**config.mk**
```make
export PLATFORM = sky130hd
export DESIGN_NAME = uart_tx_queue
export DESIGN_NICKNAME = d
export VERILOG_FILES = /design/src/rtl/uart_pkg.sv /design/src/rtl/uart_tx_queue_fifo.sv /design/src/rtl/uart_tx_queue.sv
export SDC_FILE = /design/constraint.sdc
export NUM_CORES = 1
export LEC_CHECK = 0
export ABC_CLOCK_PERIOD_IN_PS = 2500
export CAP_MARGIN = 20
export CORE_MARGIN = 2
export CORE_UTILIZATION = 45
export DETAILED_ROUTE_END_ITERATION = 12
export DONT_BUFFER_PORTS = 1
export HOLD_SLACK_MARGIN = 0.12
export PLACE_DENSITY_LB_ADDON = 0.08
export SLEW_MARGIN = 30
export SYNTH_ARGS = -nofsm -noshare
export SYNTH_HDL_FRONTEND = slang
export SYNTH_SLANG_ARGS = --single-unit
```
**constraint.sdc**
```tcl
create_clock -name clock -period 2.5 [get_ports clock]
set_input_delay 0.5 -clock clock [delete_from_list [all_inputs] [get_ports clock]]
set_output_delay 0.5 -clock clock [all_outputs]
set_load 0.03 [all_outputs]
```
**src/rtl/uart_pkg.sv**
```systemverilog
// Shared definitions for the UART transmit queue:
// word type, default depth and launch FSM encoding.
package uart_pkg;

   localparam int unsigned UART_QUEUE_DEPTH = 8;
   localparam int unsigned UART_WORD_W = 9;

   typedef logic [UART_WORD_W-1:0] uart_word_t;

   typedef enum logic [1:0] {
      LAUNCH_IDLE      = 2'd0,
      LAUNCH_SEND      = 2'd1,
      LAUNCH_WAIT_BUSY = 2'd2,
      LAUNCH_WAIT_DONE = 2'd3
   } launch_state_t;

endpackage

```
**src/rtl/uart_tx_queue_fifo.sv**
```systemverilog
// Circular word buffer with registered occupancy flags.
// Full/empty/count always reflect the post-edge occupancy.
module uart_tx_queue_fifo
   import uart_pkg::*;
#(
   parameter int unsigned DEPTH = UART_QUEUE_DEPTH
) (
   input  logic                           clock,
   input  logic                           reset,
   input  logic                           push,
   input  uart_word_t                     push_data,
   input  logic                           pop,
   output uart_word_t                     head,
   output logic                           full,
   output logic                           empty,
   output logic [$clog2(DEPTH+1)-1:0]     count
);

   localparam int unsigned PTR_W = $clog2(DEPTH);
   localparam int unsigned CNT_W = $clog2(DEPTH+1);

   uart_word_t       mem [DEPTH];
   logic [PTR_W-1:0] wr_ptr;
   logic [PTR_W-1:0] rd_ptr;
   logic             push_ok;
   logic             pop_ok;
   logic [CNT_W-1:0] count_nxt;

   function automatic logic [PTR_W-1:0] bump(input logic [PTR_W-1:0] p);
      return (p == PTR_W'(DEPTH-1)) ? '0 : p + PTR_W'(1);
   endfunction

   assign push_ok = push & ~full;
   assign pop_ok  = pop & ~empty;
   assign head    = mem[rd_ptr];

   always_comb begin
      count_nxt = count;
      case ({push_ok, pop_ok})
         2'b10:   count_nxt = count + CNT_W'(1);
         2'b01:   count_nxt = count - CNT_W'(1);
         default: count_nxt = count;
      endcase
   end

   always_ff @(posedge clock) begin
      if (reset) begin
         wr_ptr <= '0;
         rd_ptr <= '0;
         count  <= '0;
         full   <= 1'b0;
         empty  <= 1'b1;
      end else begin
         if (push_ok)
            wr_ptr <= bump(wr_ptr);
         if (pop_ok)
            rd_ptr <= bump(rd_ptr);
         count <= count_nxt;
         full  <= (count_nxt == CNT_W'(DEPTH));
         empty <= (count_nxt == '0);
      end
   end

   // Storage is deliberately left uncleared on reset.
   always_ff @(posedge clock) begin
      if (push_ok)
         mem[wr_ptr] <= push_data;
   end

endmodule

```
**src/rtl/uart_tx_queue.sv**
```systemverilog
// Word queue in front of a uart_tx: pops one word per completed
// ready handshake and strobes tx_send for exactly one cycle.
module uart_tx_queue
   import uart_pkg::*;
#(
   parameter int unsigned DEPTH = UART_QUEUE_DEPTH
) (
   input  logic                           clock,
   input  logic                           reset,
   input  logic                           wr_en,
   input  logic [8:0]                     wr_data,
   output logic                           full,
   output logic                           empty,
   output logic [$clog2(DEPTH+1)-1:0]     count,
   output logic                           overflow,
   output logic                           tx_send,
   output logic [8:0]                     tx_data,
   input  logic                           tx_ready
);

   launch_state_t state;
   uart_word_t    head;
   logic          pop;

   assign pop = (state == LAUNCH_IDLE) & ~empty & tx_ready;

   uart_tx_queue_fifo #(
      .DEPTH (DEPTH)
   ) u_fifo (
      .clock     (clock),
      .reset     (reset),
      .push      (wr_en),
      .push_data (wr_data),
      .pop       (pop),
      .head      (head),
      .full      (full),
      .empty     (empty),
      .count     (count)
   );

   always_ff @(posedge clock) begin
      if (reset)
         overflow <= 1'b0;
      else if (wr_en && full)
         overflow <= 1'b1;
   end

   // A launch completes only after ready falls and rises again.
   always_ff @(posedge clock) begin
      if (reset) begin
         state   <= LAUNCH_IDLE;
         tx_send <= 1'b0;
         tx_data <= '0;
      end else begin
         tx_send <= 1'b0;
         unique case (state)
            LAUNCH_IDLE: begin
               if (pop) begin
                  tx_data <= head;
                  tx_send <= 1'b1;
                  state   <= LAUNCH_SEND;
               end
            end
            LAUNCH_SEND:
               state <= LAUNCH_WAIT_BUSY;
            LAUNCH_WAIT_BUSY:
               if (!tx_ready)
                  state <= LAUNCH_WAIT_DONE;
            LAUNCH_WAIT_DONE:
               if (tx_ready)
                  state <= LAUNCH_IDLE;
            default:
               state <= LAUNCH_IDLE;
         endcase
      end
   end

endmodule
```
==> results.cfg <==
[outcome]
status = completed

[power_and_ir_drop]
p_sw_share_pct = 29.2
peakVddDrop_mv = 0.365
power_mw = 3.95
seq_power_share_pct = 52.3
share_comb_of_total_power_pct = 20.1
leakagePower_nw = 1.46
clock_power_share_pct = 27.6
p_int_mw = 2.79
p_per_area_nw_per_um2 = 910
switching_power_mw = 1.15

[worst_setup_path]
end_kind = register
arrival_ns = 2.61
worstRegToRegCells = 10
cp.required_ns = 2.79
cpMaxStageDelayCell = dfxtp_1
worst-path-max-fanout = 9
cpPeakStageDelay_ns = 0.33
cp_cell_sequence = inv_1, ha_4, nand3b_4, inv_2, ha_1, and4bb_1, a41o_1, a211oi_2, xor2_1, a31o_1
start_kind = register
crit_type = register to register
crit_family = compound AO/OA/AOI/OAI gates
path_buf_inv = 2
path_depth = 10

[timing]
fin_crit_sh_pct = 92.5
max_freq_mhz = 432
finalClockSkew_ns = 0.00850
fin_crit_ns = 2.31
drv_slew = 0
setup_viol = 0
tightest_slew_ns = 0.766
slew_headroom_pct = 48.8
holdWs_ns = 0.206
tns_ns = 0
hold_violations = 0

[synth]
ys_ff_latch = 97
syn_inst = 237
yosys_warnings = 0
syn_area_um2 = 3890
ys_seq_area_share_pct = 68.4
synth_cell_type_count = 35
syn-num-nets = 260
syn_area_per_cell_um2 = 16.4

[routing]
wl_mm = 7.24
vias_per_cell = 5.51
drcViolationCount = 0
routedWlPerCell_um = 19.8
first_iter_violations = 71
postRouteAntennaNets = 0
vias = 2017
firstDrtPassIters = 4

[cts]
cts_buffer_depth = 2
worstSkewPairLatency_ns = 0.35
cts_setup_buffers = 0
clk_pin_slew_ns = 0.09
cts_made_buffers = 9
cts_max_level = 3
cts_tree = done
cts_sinks = 97
holdBufCountCts = 0
ctsResizeCount = 0
cts_root_buf = clkbuf_8

[floorplan]
num_rows = 33
initial_utilization_pct = 46.9
ioPinCount = 30
die_w_um = 97.0
dieArea_um2 = 9410
core_area_um2 = 8300
die_h_um = 97.0

[cells_and_area]
num-nets-final = 279
area_growth_pct = 11.5
final_area_um2 = 4340
antennaDiodeCount = 0
drive_gt1_share_pct = 22.2

[global_routing]
grt_max_degree = 26
globalRoute.totalOverflow = 0
grt_pass1_wl_mm = 11.3
antenna_found_initial = 0
grt.total_usage_pct = 16.2
grt_pass1_vias = 2116

[hold_path]
min_path_cells = 1
hold_path.class = input pin to register

[run]
max-cap-violations = 0

[placement]
io_buffers = 0
hpwlAfterDp_mm = 4.95
gp_congestion = 0.773
place_area_um2 = 4110
-- power groups by stage --
| stage | logic, mW | registers [mW] | clock network (mW) |
|---|---|---|---|
| global route | 0.884 | 2.08 | 1.19 |
| floorplan | 0.571 | 2.12 | 0 |
| finish | 0.794 | 2.06 | 1.09 |
| detailed placement | 0.784 | 2.11 | 0 |
| global placement | 0.746 | 2.10 | 0 |
| CTS | 0.787 | 2.07 | 1.12 |
-- layer usage --
metal  wire length, µm  vias to the layer above  global-route usage [%]
met5                 0                        -                       0
met4                70                        0                    5.20
met3               346                        5                    5.35
met2              3770                       41                    28.7
met1              3050                     1013                    18.5
li1                  -                      958                       -
-- cells in the mapped netlist --
library cell  instances  share of area, %
edfxtp_1             72                56
dfxtp_1              25                13
nor2_1               22               2.1
mux4_2               18                10
a211oi_1             11               2.1
mux2i_1              11               2.8
a21oi_1              10               1.3
ha_1                 10               3.2
nor3_1               10               1.3
nand2_1               8              0.77
clkbuf_1              5              0.48
buf_2                 4              0.51
nand2b_1              4              0.64
inv_1                 3              0.29
buf_6                 2              0.58
nand3b_1              2              0.39
xnor2_1               2              0.45
a211oi_2              1              0.32
a21boi_1              1              0.19
a31o_1                1              0.22
a41o_1                1              0.26
and3b_1               1              0.22
and4bb_1              1              0.32
buf_1                 1             0.096
inv_2                 1             0.096
inv_4                 1              0.16
nand3b_4              1              0.51
nand4b_1              1              0.22
nor2b_4               1              0.35
nor3b_1               1              0.19
nor4_1                1              0.16
nor4bb_1              1              0.26
o211a_1               1              0.26
o22ai_1               1              0.16
xor2_1                1              0.22
-- flip-flops by register name, indices dropped and copies added (netlist names) --
signal	count
u_fifo.empty	1
tx_send	1
tx_data	9
u_fifo.full	1
u_fifo.mem	72
u_fifo.wr_ptr	3
u_fifo.count	4
u_fifo.rd_ptr	3
overflow	1
state	2
-- layout by cell type, fill, tap and decap left out, types with 2 or more instances in the layout --
master,instances
clkbuf_8,9
xnor2_1,2
clkinv_4,2
nor3_1,10
ha_1,9
edfxtp_1,72
nand3b_1,2
mux2i_1,11
bufinv_16,2
dfxtp_1,25
nand2_1,8
nand2b_1,4
buf_4,20
inv_1,3
nor2_1,22
mux4_2,18
a21oi_1,10
a211oi_1,11
-- kinds of logic (layout without fill, tap and decap cells) --
family	count (synthesis)	after routing	share of synthesized area, %
AND/OR/NAND/NOR	54	54	7.46
adder cells (fa/ha/maj)	10	10	3.21
multiplexers	29	29	13.2
buffers and inverters	17	41	2.22
flip-flops	97	97	68.4
AO/OA/AOI/OAI	27	27	4.82
XOR/XNOR	3	3	0.675
-- final timing paths --
kind | from | endpoint | slack (ns)
max | state[0]$_SDFFE_PP0P_ | u_fifo.empty$_SDFF_PP1_ | 0.19
min | reset | tx_data[1]$_SDFFE_PP0P_ | 0.21
max reg2reg | state[0]$_SDFFE_PP0P_ | u_fifo.empty$_SDFF_PP1_ | 0.19
min reg2reg | u_fifo.rd_ptr[1]$_SDFFE_PP0P_ | u_fifo.rd_ptr[1]$_SDFFE_PP0P_ | 0.45
-- layout make-up --
type | instances | area, µm²
Fill cell | 670 | 3960
Sequential cell | 97 | 2660
Multi-Input combinational cell | 123 | 1160
Timing Repair Buffer | 20 | 150
Tap cell | 105 | 131
Clock buffer | 10 | 128
Clock inverter | 6 | 90.1
Inverter | 5 | 21.3
-- metrics by stage --
stage,util [%],setup WS [ns],std cells
CTS,52.1,0.128,366
finish,52.3,0.187,366
global route,52.3,-0.00352,366
detailed placement,49.5,0.162,350
global placement,49.5,0.312,350
floorplan,-,0.0563,237
Note: power is estimated with default switching activity, not from simulation.
